[config.mk]
export PLATFORM = sky130hd
export DESIGN_NAME = cache_ctrl_fsm
export DESIGN_NICKNAME = d
export VERILOG_FILES = /design/src/rtl/cache_ctrl_fsm.sv
export SDC_FILE = /design/constraint.sdc
export NUM_CORES = 1
export LEC_CHECK = 0
export CAP_MARGIN = 20
export CORE_MARGIN = 4
export CORE_UTILIZATION = 30
export CTS_CLUSTER_DIAMETER = 120
export DETAILED_ROUTE_END_ITERATION = 8
export GPL_TIMING_DRIVEN = 0
export PLACE_DENSITY = 0.56
export SLEW_MARGIN = 25
export SYNTH_ARGS = -nofsm -noshare
export SYNTH_HDL_FRONTEND = slang
export SYNTH_SLANG_ARGS = --single-unit
[constraint.sdc]
create_clock -name clk -period 5.8 [get_ports clk]
set_clock_uncertainty 0.1 [all_clocks]
set_input_delay 0.87 -clock clk [delete_from_list [all_inputs] [get_ports clk]]
set_output_delay 0.87 -clock clk [all_outputs]
set_load 0.05 [all_outputs]
[src/rtl/cache_ctrl_fsm.sv]
// ---------------------------------------------------------------------------
// cache_ctrl_fsm
//
// Request sequencer for a four-way set array. Accepts single-byte CPU reads
// and writes, performs the set lookup, and on a miss writes back a dirty
// victim and fills the line over a req/ack memory port (write-allocate).
// Completion is signalled with a one-cycle cpu_done pulse, optionally
// flagged with cpu_err when the memory port times out. Saturating hit and
// miss counters are kept for statistics.
//
// Ports
//   clk, rst_b        clock; synchronous active-high reset
//   cpu_*             CPU request (req/we/addr/wdata) and response
//                     (ready/done/err/rdata)
//   set_addr          latched request address to the set array
//   set_try_read/_write  lookup strobes (LOOKUP cycle only)
//   set_cache_write   write strobe into the hit or freshly filled line
//   set_wdata         data written into the set
//   set_data/hit/dirty/valid, victim_addr   set array lookup results
//   mem_req/we/addr/wdata, mem_ack/rdata    memory port (req held until ack)
//   hit_count, miss_count                   saturating statistics
// ---------------------------------------------------------------------------
module cache_ctrl_fsm #(
    parameter int ADDRESS_WORD_SIZE = 32,
    parameter int MEM_TIMEOUT       = 16,
    parameter int STAT_WIDTH        = 16
) (
    input  logic                         clk,
    input  logic                         rst_b,

    input  logic                         cpu_req,
    input  logic                         cpu_we,
    input  logic [ADDRESS_WORD_SIZE-1:0] cpu_addr,
    input  logic [7:0]                   cpu_wdata,
    output logic                         cpu_ready,
    output logic                         cpu_done,
    output logic                         cpu_err,
    output logic [7:0]                   cpu_rdata,

    output logic [ADDRESS_WORD_SIZE-1:0] set_addr,
    output logic                         set_try_read,
    output logic                         set_try_write,
    output logic                         set_cache_write,
    output logic [7:0]                   set_wdata,
    input  logic [7:0]                   set_data,
    input  logic                         set_hit,
    input  logic                         set_dirty,
    input  logic                         set_valid,
    input  logic [ADDRESS_WORD_SIZE-1:0] victim_addr,

    output logic                         mem_req,
    output logic                         mem_we,
    output logic [ADDRESS_WORD_SIZE-1:0] mem_addr,
    output logic [7:0]                   mem_wdata,
    input  logic                         mem_ack,
    input  logic [7:0]                   mem_rdata,

    output logic [STAT_WIDTH-1:0]        hit_count,
    output logic [STAT_WIDTH-1:0]        miss_count
);

    localparam logic [2:0] S_IDLE      = 3'd0;
    localparam logic [2:0] S_LOOKUP    = 3'd1;
    localparam logic [2:0] S_WRITEBACK = 3'd2;
    localparam logic [2:0] S_FILL      = 3'd3;
    localparam logic [2:0] S_UPDATE    = 3'd4;
    localparam logic [2:0] S_RESPOND   = 3'd5;

    // The counter only has to reach MEM_TIMEOUT-1: the cycle in which it
    // holds that value is the last one mem_req is allowed to stay high.
    localparam int               TMO_W    = $clog2(MEM_TIMEOUT);
    localparam logic [TMO_W-1:0] TMO_LAST = TMO_W'(MEM_TIMEOUT - 1);

    logic [2:0]                   state;
    logic [2:0]                   state_n;
    logic [ADDRESS_WORD_SIZE-1:0] addr_q;
    logic                         we_q;
    logic [7:0]                   wdata_q;
    logic [7:0]                   rdata_q;
    logic [ADDRESS_WORD_SIZE-1:0] victim_addr_q;
    logic [7:0]                   victim_data_q;
    logic                         err_q;
    logic                         fill_gap;
    logic [TMO_W-1:0]             tmo_cnt;

    logic lookup;
    logic write_hit;
    logic mem_done;
    logic mem_timeout;

    // ------------------------------------------------------------------
    // Output decode (Moore on state, except the write-hit strobe which
    // follows set_hit combinationally in the LOOKUP cycle).
    // ------------------------------------------------------------------
    always_comb begin
        // NOTE: every output gets a default before the conditional
        // assignments, so no path can leave a value held and infer a latch.
        lookup          = (state == S_LOOKUP);
        write_hit       = lookup && we_q && set_hit;

        cpu_ready       = (state == S_IDLE);
        cpu_done        = (state == S_RESPOND);
        cpu_err         = (state == S_RESPOND) && err_q;
        cpu_rdata       = '0;
        if ((state == S_RESPOND) && !we_q) begin
            cpu_rdata = rdata_q;
        end

        set_addr        = addr_q;
        set_try_read    = lookup && !we_q;
        set_try_write   = lookup && we_q;
        set_cache_write = write_hit || (state == S_UPDATE);
        set_wdata       = '0;
        if (write_hit) begin
            set_wdata = wdata_q;
        end else if (state == S_UPDATE) begin
            // Write-allocate: a write miss stores the CPU byte into the
            // freshly filled line instead of the fetched byte.
            set_wdata = we_q ? wdata_q : rdata_q;
        end

        // The first FILL cycle after a write-back is left idle so the
        // memory sees req drop between the two transfers.
        mem_req         = (state == S_WRITEBACK) || ((state == S_FILL) && !fill_gap);
        mem_we          = (state == S_WRITEBACK);
        mem_addr        = '0;
        mem_wdata       = '0;
        if (state == S_WRITEBACK) begin
            mem_addr  = victim_addr_q;
            mem_wdata = victim_data_q;
        end else if (state == S_FILL) begin
            mem_addr  = addr_q;
        end

        // An ack on the final allowed cycle wins over the timeout.
        mem_done        = mem_req && mem_ack;
        mem_timeout     = mem_req && !mem_ack && (tmo_cnt == TMO_LAST);
    end

    // ------------------------------------------------------------------
    // Next-state logic
    // ------------------------------------------------------------------
    always_comb begin
        state_n = state;
        case (state)
            S_IDLE: begin
                if (cpu_req) begin
                    state_n = S_LOOKUP;
                end
            end
            S_LOOKUP: begin
                if (set_hit) begin
                    state_n = S_RESPOND;
                end else if (set_valid && set_dirty) begin
                    state_n = S_WRITEBACK;
                end else begin
                    state_n = S_FILL;
                end
            end
            S_WRITEBACK: begin
                if (mem_done) begin
                    state_n = S_FILL;
                end else if (mem_timeout) begin
                    state_n = S_RESPOND;
                end
            end
            S_FILL: begin
                if (mem_done) begin
                    state_n = S_UPDATE;
                end else if (mem_timeout) begin
                    state_n = S_RESPOND;
                end
            end
            S_UPDATE:  state_n = S_RESPOND;
            S_RESPOND: state_n = S_IDLE;
            default:   state_n = S_IDLE;
        endcase
    end

    // ------------------------------------------------------------------
    // State, request latches, timeout counter and statistics
    // ------------------------------------------------------------------
    always_ff @(posedge clk) begin
        // NOTE: sequential state uses non-blocking assignments so every
        // register samples the pre-edge values regardless of statement order.
        if (rst_b) begin
            state         <= S_IDLE;
            addr_q        <= '0;
            we_q          <= 1'b0;
            wdata_q       <= '0;
            rdata_q       <= '0;
            victim_addr_q <= '0;
            victim_data_q <= '0;
            err_q         <= 1'b0;
            fill_gap      <= 1'b0;
            tmo_cnt       <= '0;
            hit_count     <= '0;
            miss_count    <= '0;
        end else begin
            state    <= state_n;
            fill_gap <= (state == S_WRITEBACK) && (state_n == S_FILL);

            // Counts cycles with mem_req high; any state change restarts it.
            if (mem_req && (state_n == state)) begin
                tmo_cnt <= tmo_cnt + 1'b1;
            end else begin
                tmo_cnt <= '0;
            end

            case (state)
                S_IDLE: begin
                    if (cpu_req) begin
                        addr_q  <= cpu_addr;
                        we_q    <= cpu_we;
                        wdata_q <= cpu_wdata;
                        rdata_q <= '0;
                        err_q   <= 1'b0;
                    end
                end
                S_LOOKUP: begin
                    if (set_hit) begin
                        if (!we_q) begin
                            rdata_q <= set_data;
                        end
                        if (hit_count != '1) begin
                            hit_count <= hit_count + 1'b1;
                        end
                    end else begin
                        if (miss_count != '1) begin
                            miss_count <= miss_count + 1'b1;
                        end
                        if (set_valid && set_dirty) begin
                            victim_addr_q <= victim_addr;
                            victim_data_q <= set_data;
                        end
                    end
                end
                S_WRITEBACK: begin
                    if (mem_timeout) begin
                        err_q <= 1'b1;
                    end
                end
                S_FILL: begin
                    if (mem_done) begin
                        rdata_q <= mem_rdata;
                    end else if (mem_timeout) begin
                        err_q <= 1'b1;
                    end
                end
                default: begin
                end
            endcase
        end
    end

endmodule
# Word level (Yosys, flattened, before mapping)
# Cells that the tools add are included.
# word_totals
n_memories,0
regBits,130
mem_bits_ro,0
latchBits,0
ramBits,0
# op_classes
n_shift,0
order_cmp,0
eq_ne,15
muxes,23
bitwise,2
addsub,3
multipliers,0
n_reduce_logical,27
n_div,0
# op_table
cell,n
two-way mux 8 bit,9
two-way mux 32 bit,2
"adder 16 x 1 -> 16 bit, second input constant",2
"!= test 16 bit, second input constant",2
case mux 8 bit (3 select lines),1
two-way mux 3 bit,5
case mux 3 bit (5 select lines),1
logical AND 1 bit,12
AND reduction 3 bit,4
"!= test 2 bit, second input constant",5
"equality test 3 x 2 -> 1 bit, second input constant",3
"equality test 3 bit, second input constant",2
nonzero test 3 bit,2
AND reduction 5 bit,1
"adder 4 x 1 -> 4 bit, second input constant",1
"equality test 4 bit, second input constant",1
two-way mux 1 bit,4
"equality test 3 x 1 -> 1 bit, second input constant",1
equality test 3 bit,1
logical NOT 1 bit,3
logical NOT 3 bit,1
case mux 1 bit (3 select lines),1
logical OR 1 bit,2
inverter 1 bit,2
other kinds (2),2

# Longest topological paths before layout
# logic_depth
ltp_word,12
mapped_depth,7
depth_no_buf,5

# Worst setup path before layout
# OpenSTA, ideal clock, no wires.
# synth_timing
path_kind,reg-to-output
start,reg state[0]
end,out mem_addr[10]
path_slack_ps,2633
t_arrival_ps,2197
path_stages_with_launch,6
required_ps,4830
path_cell_list,dfxtp_1 -> clkbuf_1 -> buf_1 -> buf_1 -> mux2i_1 -> nor2_1
# synth_via
elab_chain_len,3
word_cells_on_any_way,4
cone_classes,eq/ne: 2; mux: 2
# synth_lines
item,line_no,text
"start, declared",74,logic [2:0] state;
"start signal, assigned",200,state <= state_n;
equality test 3 x 2 -> 1 bit,131,end else if (state == S_FILL) begin
two-way mux 32 bit,131,
two-way mux 32 bit (*),128,if (state == S_WRITEBACK) begin
"end, declared",53,"output logic [ADDRESS_WORD_SIZE-1:0] mem_addr,"
# Every way passes the cells marked *; elsewhere a longest branch is shown, timed or not.

# Final worst setup path
# layout_timing
start,reg state[0]
end,out mem_addr[13]
# Same word-level chain as after synthesis.

==> impl_results.md <==
* Synth Register Bits at 130
* Unrepaired setup endpoints after global routing: false
* Hold WS at 0.3510 ns
* First-pass GRT wire length at 32.86 mm
* Core Region at 19650 um2
* Worst setup path category: reg2out
* Root Driver: clkbuf_16
* Cts bufs inserted at 17
* # DRC at 0
* Die Wd at 149.9 um
* Vias in the first global route at 5929
* Most common cell in the netlist: nand2_1
* Post-Synth Simple-Gate Area at approximately 27%
* Setup Viol. Count Final at 0
* Worst EP arrival at ~3.5 ns
* All-Layer GR Usage at 18.83%
* Reg2reg end: hit_count[8]$_SDFFE_PP0P_
* Fmax at 223.3 MHz
* Largest family of logic cells by synthesized area: simple AND/OR/NAND/NOR gates
* Detail Placement HPWL at 16.17 mm
* Antenna violations before repair at 2
* DRT iter0 DRCs at 228
* Storage element area at 2603 um2
* Largest net degree at the start of global routing at 17
* Adder-cell share of the synthesized area at 0.6212%
* Layout Cells excl Fill at 1289
* PnR worst setup slack at 1.321 ns
* I/O Buffers at 222
* Distinct cell type count after synthesis at 54
* Die Ht at between 100 and 150 um
* Via count at 6242
* Final Hold Fails at 0
* Post-Syn Area at 6042 um2
* Die area at 22470 um2
* Delay of the slowest critical-path stage at around 0.85 ns
* Remaining antenna violation count at 0
* # Post-CTS Setup Buffers at 0
* Asr flop ratio synth at 0%
* IO Count at 224
* Dpl cells at 1256
* Htree depth at 4
* Nets at 1109
* CTS Buffer Depth at 2
* Post-CTS resize count at 0
* Initial core utilization at 30.74%
* Mux contribution to synthesized area at approximately a tenth
* Dominant cell type by area after synthesis: dfxtp_1
* Post-synth EDFFs at 0
* Final Power at 2.894 mW
* Grt ovf at 0
* Reg2Reg Depth at 5
* Syn nets at 868
* FF-to-FF setup slack at 3.16 ns
* Reg2reg start: state[0]$_SDFF_PP0_
* Total number of yosys warnings at 0
* Filler cell count at approximately 2000
* Drt total wl at 21.51 mm
* Worst slew pin tran at 0.8368 ns
* Slew Limit Fails at 0
* Post-synth top area share at 43.07%
* CTS clock-pin slew for the worst setup and hold paths at 0.06 ns
* Status: completed
* CTS tree: built
* Layout cells sized above 1 at 5.376%
* Area contributors post-synth: dfxtp_1 43%, nand2_1 12%, a21oi_1 8.5%
* Worst Setup End Kind: output pin
* Vias per cell at 4.843
* Worst Path Required at 4.83 ns
* Post-Synthesis Cells at 769
* Worst slack at placement at 1.762 ns
* Hold Path End: victim_addr_q[14]$_SDFFE_PP0P_
* Most common cell on crit path: buf_1
* DR WL/cell at 16.68 um
* RD Place Congestion at ~0.84
* Crit share post-route at between 70% and 80%
* Worst hold path depth at 2
* Cell Chain, Critical Path: clkbuf_1 -> buf_1 -> buf_1 -> mux2i_1 -> nor2_1 -> clkdlybuf4s50_1
* Rows at 51
* Leak at 3.137 nW
* HP Start: victim_addr_q[14]$_SDFFE_PP0P_
* Fin crit period at 4.479 ns
* Post-synthesis xor/xnor area fraction at 0.2899%
* Fin Setup TNS at 0 ns
* Critical path peak fanout at 10
* Max_cap viols at 0
* Clock Sinks at 130
* Main flop type after synthesis: dfxtp_1
* Crit-path slowest cell: clkdlybuf4s50_1
* Area grow syn2layout at 53.82%
* Drt pass-1 iters at 4
* Multi-input gate area at 3209 um2
* Post-synthesis sequential area ratio at 43.07%
* Clk_lat worst skew at about 0.42 ns
* Compound-Gate Fraction of Synth Area at between 10% and 20%
* Class of the worst hold path: reg2reg
* Worst VDD drop at 0.1894 mV
* List of most frequent post-synthesis cells: 194 x nand2_1, 130 x dfxtp_1, 103 x a21oi_1
* Max-slew headroom at 43.79%
* Crit start category: register
* Hold_buf cts at 0
* Synth Area per Inst at 7.857 um2
* PwrDens at 311.4 nW/um2
-- worst max-delay path: cells and delay by family (launching register included) --
family	cells	cell delay [ns]
simple gates	1	0.12
flops	1	0.35
mux	1	0.16
buf+inv	4	2.45
-- per-stage QoR --
stage,instance area (um2),utilization [%]
final,9294,47.29
after CTS,9280,47.22
after global placement,8596,43.74
after detailed placement,8596,43.74
after floorplan,6042,-
after global routing,9291,47.28
-- worst max-delay path by stage --
| stage | start | endpoint | slack (ns) | cells after the start |
|---|---|---|---|---|
| finish | state[0]$_SDFF_PP0_ | mem_addr[13] | 1.32 | 6 |
| global route | state[0]$_SDFF_PP0_ | mem_addr[29] | 1.10 | 6 |
| CTS | state[0]$_SDFF_PP0_ | mem_addr[13] | 1.29 | 6 |
| detailed placement | state[0]$_SDFF_PP0_ | mem_addr[12] | 1.76 | 6 |
| global placement | set_hit | set_wdata[2] | 1.76 | 6 |
| floorplan | state[0]$_SDFF_PP0_ | mem_addr[10] | 2.63 | 5 |
-- flip-flops by register name (all words and copies together) (netlist names) --
register	flops
tmo_cnt	4
victim_addr_q	32
victim_data_q	8
state	3
hit_count	16
err_q	1
miss_count	16
we_q	1
rdata_q	8
fill_gap	1
set_addr	32
wdata_q	8
-- kinds of logic after synthesis --
| family | Yosys count |
|---|---|
| multiplexers | 60 |
| flip-flops | 130 |
| buffers and inverters | 62 |
| AND/OR/NAND/NOR | 362 |
| XOR/XNOR | 2 |
| adder cells (fa/ha/maj) | 3 |
| AO/OA/AOI/OAI | 150 |
-- placed cells by master, fill, tap and decap left out, drive strengths merged, types with 5 or more instances in the layout --
master / netlist / routed
a21oi: 103 / 103
a31oi: 5 / 5
and2: 12 / 12
and3: 10 / 10
buf: 9 / 9
bufinv: 0 / 6
clkbuf: 45 / 64
clkdlybuf4s50: 0 / 222
clkinv: 0 / 5
dfxtp: 130 / 130
inv: 8 / 8
mux2: 11 / 11
mux2i: 49 / 49
nand2: 194 / 194
nand3: 15 / 15
nand4: 12 / 12
nor2: 61 / 61
nor2b: 7 / 7
nor3: 8 / 8
nor4: 5 / 5
o21ai: 8 / 8
o31ai: 13 / 13
or3: 10 / 10
or4: 12 / 12
-- report_power, final --
part	switching (mW)	internal [mW]	total (mW)	leakage (nW)
clock	0.421	0.829	1.25	0.329
combinational	0.412	0.245	0.656	1.75
sequential	0.0405	0.947	0.987	1.05
-- per-layer routing --
| layer | track usage, % | wire [um] | part of all wire, % | vias up |
|---|---|---|---|---|
| met4 | 5.718 | 311 | 1.4 | 2 |
| met5 | 0 | 20 | 0.093 | - |
| li1 | - | - | - | 3158 |
| met1 | 23.70 | 9340 | 43 | 2886 |
| met2 | 30.28 | 10150 | 47 | 171 |
| met3 | 6.753 | 1684 | 7.8 | 25 |
-- cell type report --
class                           instances  share of cell area [%]
Inverter                                8                  0.3231
Buffer                                 54                   2.275
Tap cell                              265                   3.568
Antenna cell                            1                 0.02693
Clock buffer                           19                   4.873
Clock inverter                         13                   2.491
Multi-Input combinational cell        577                   34.53
Sequential cell                       130                   28.00
Timing Repair Buffer                  222                   23.91
Power figures use the tool's default switching activity.
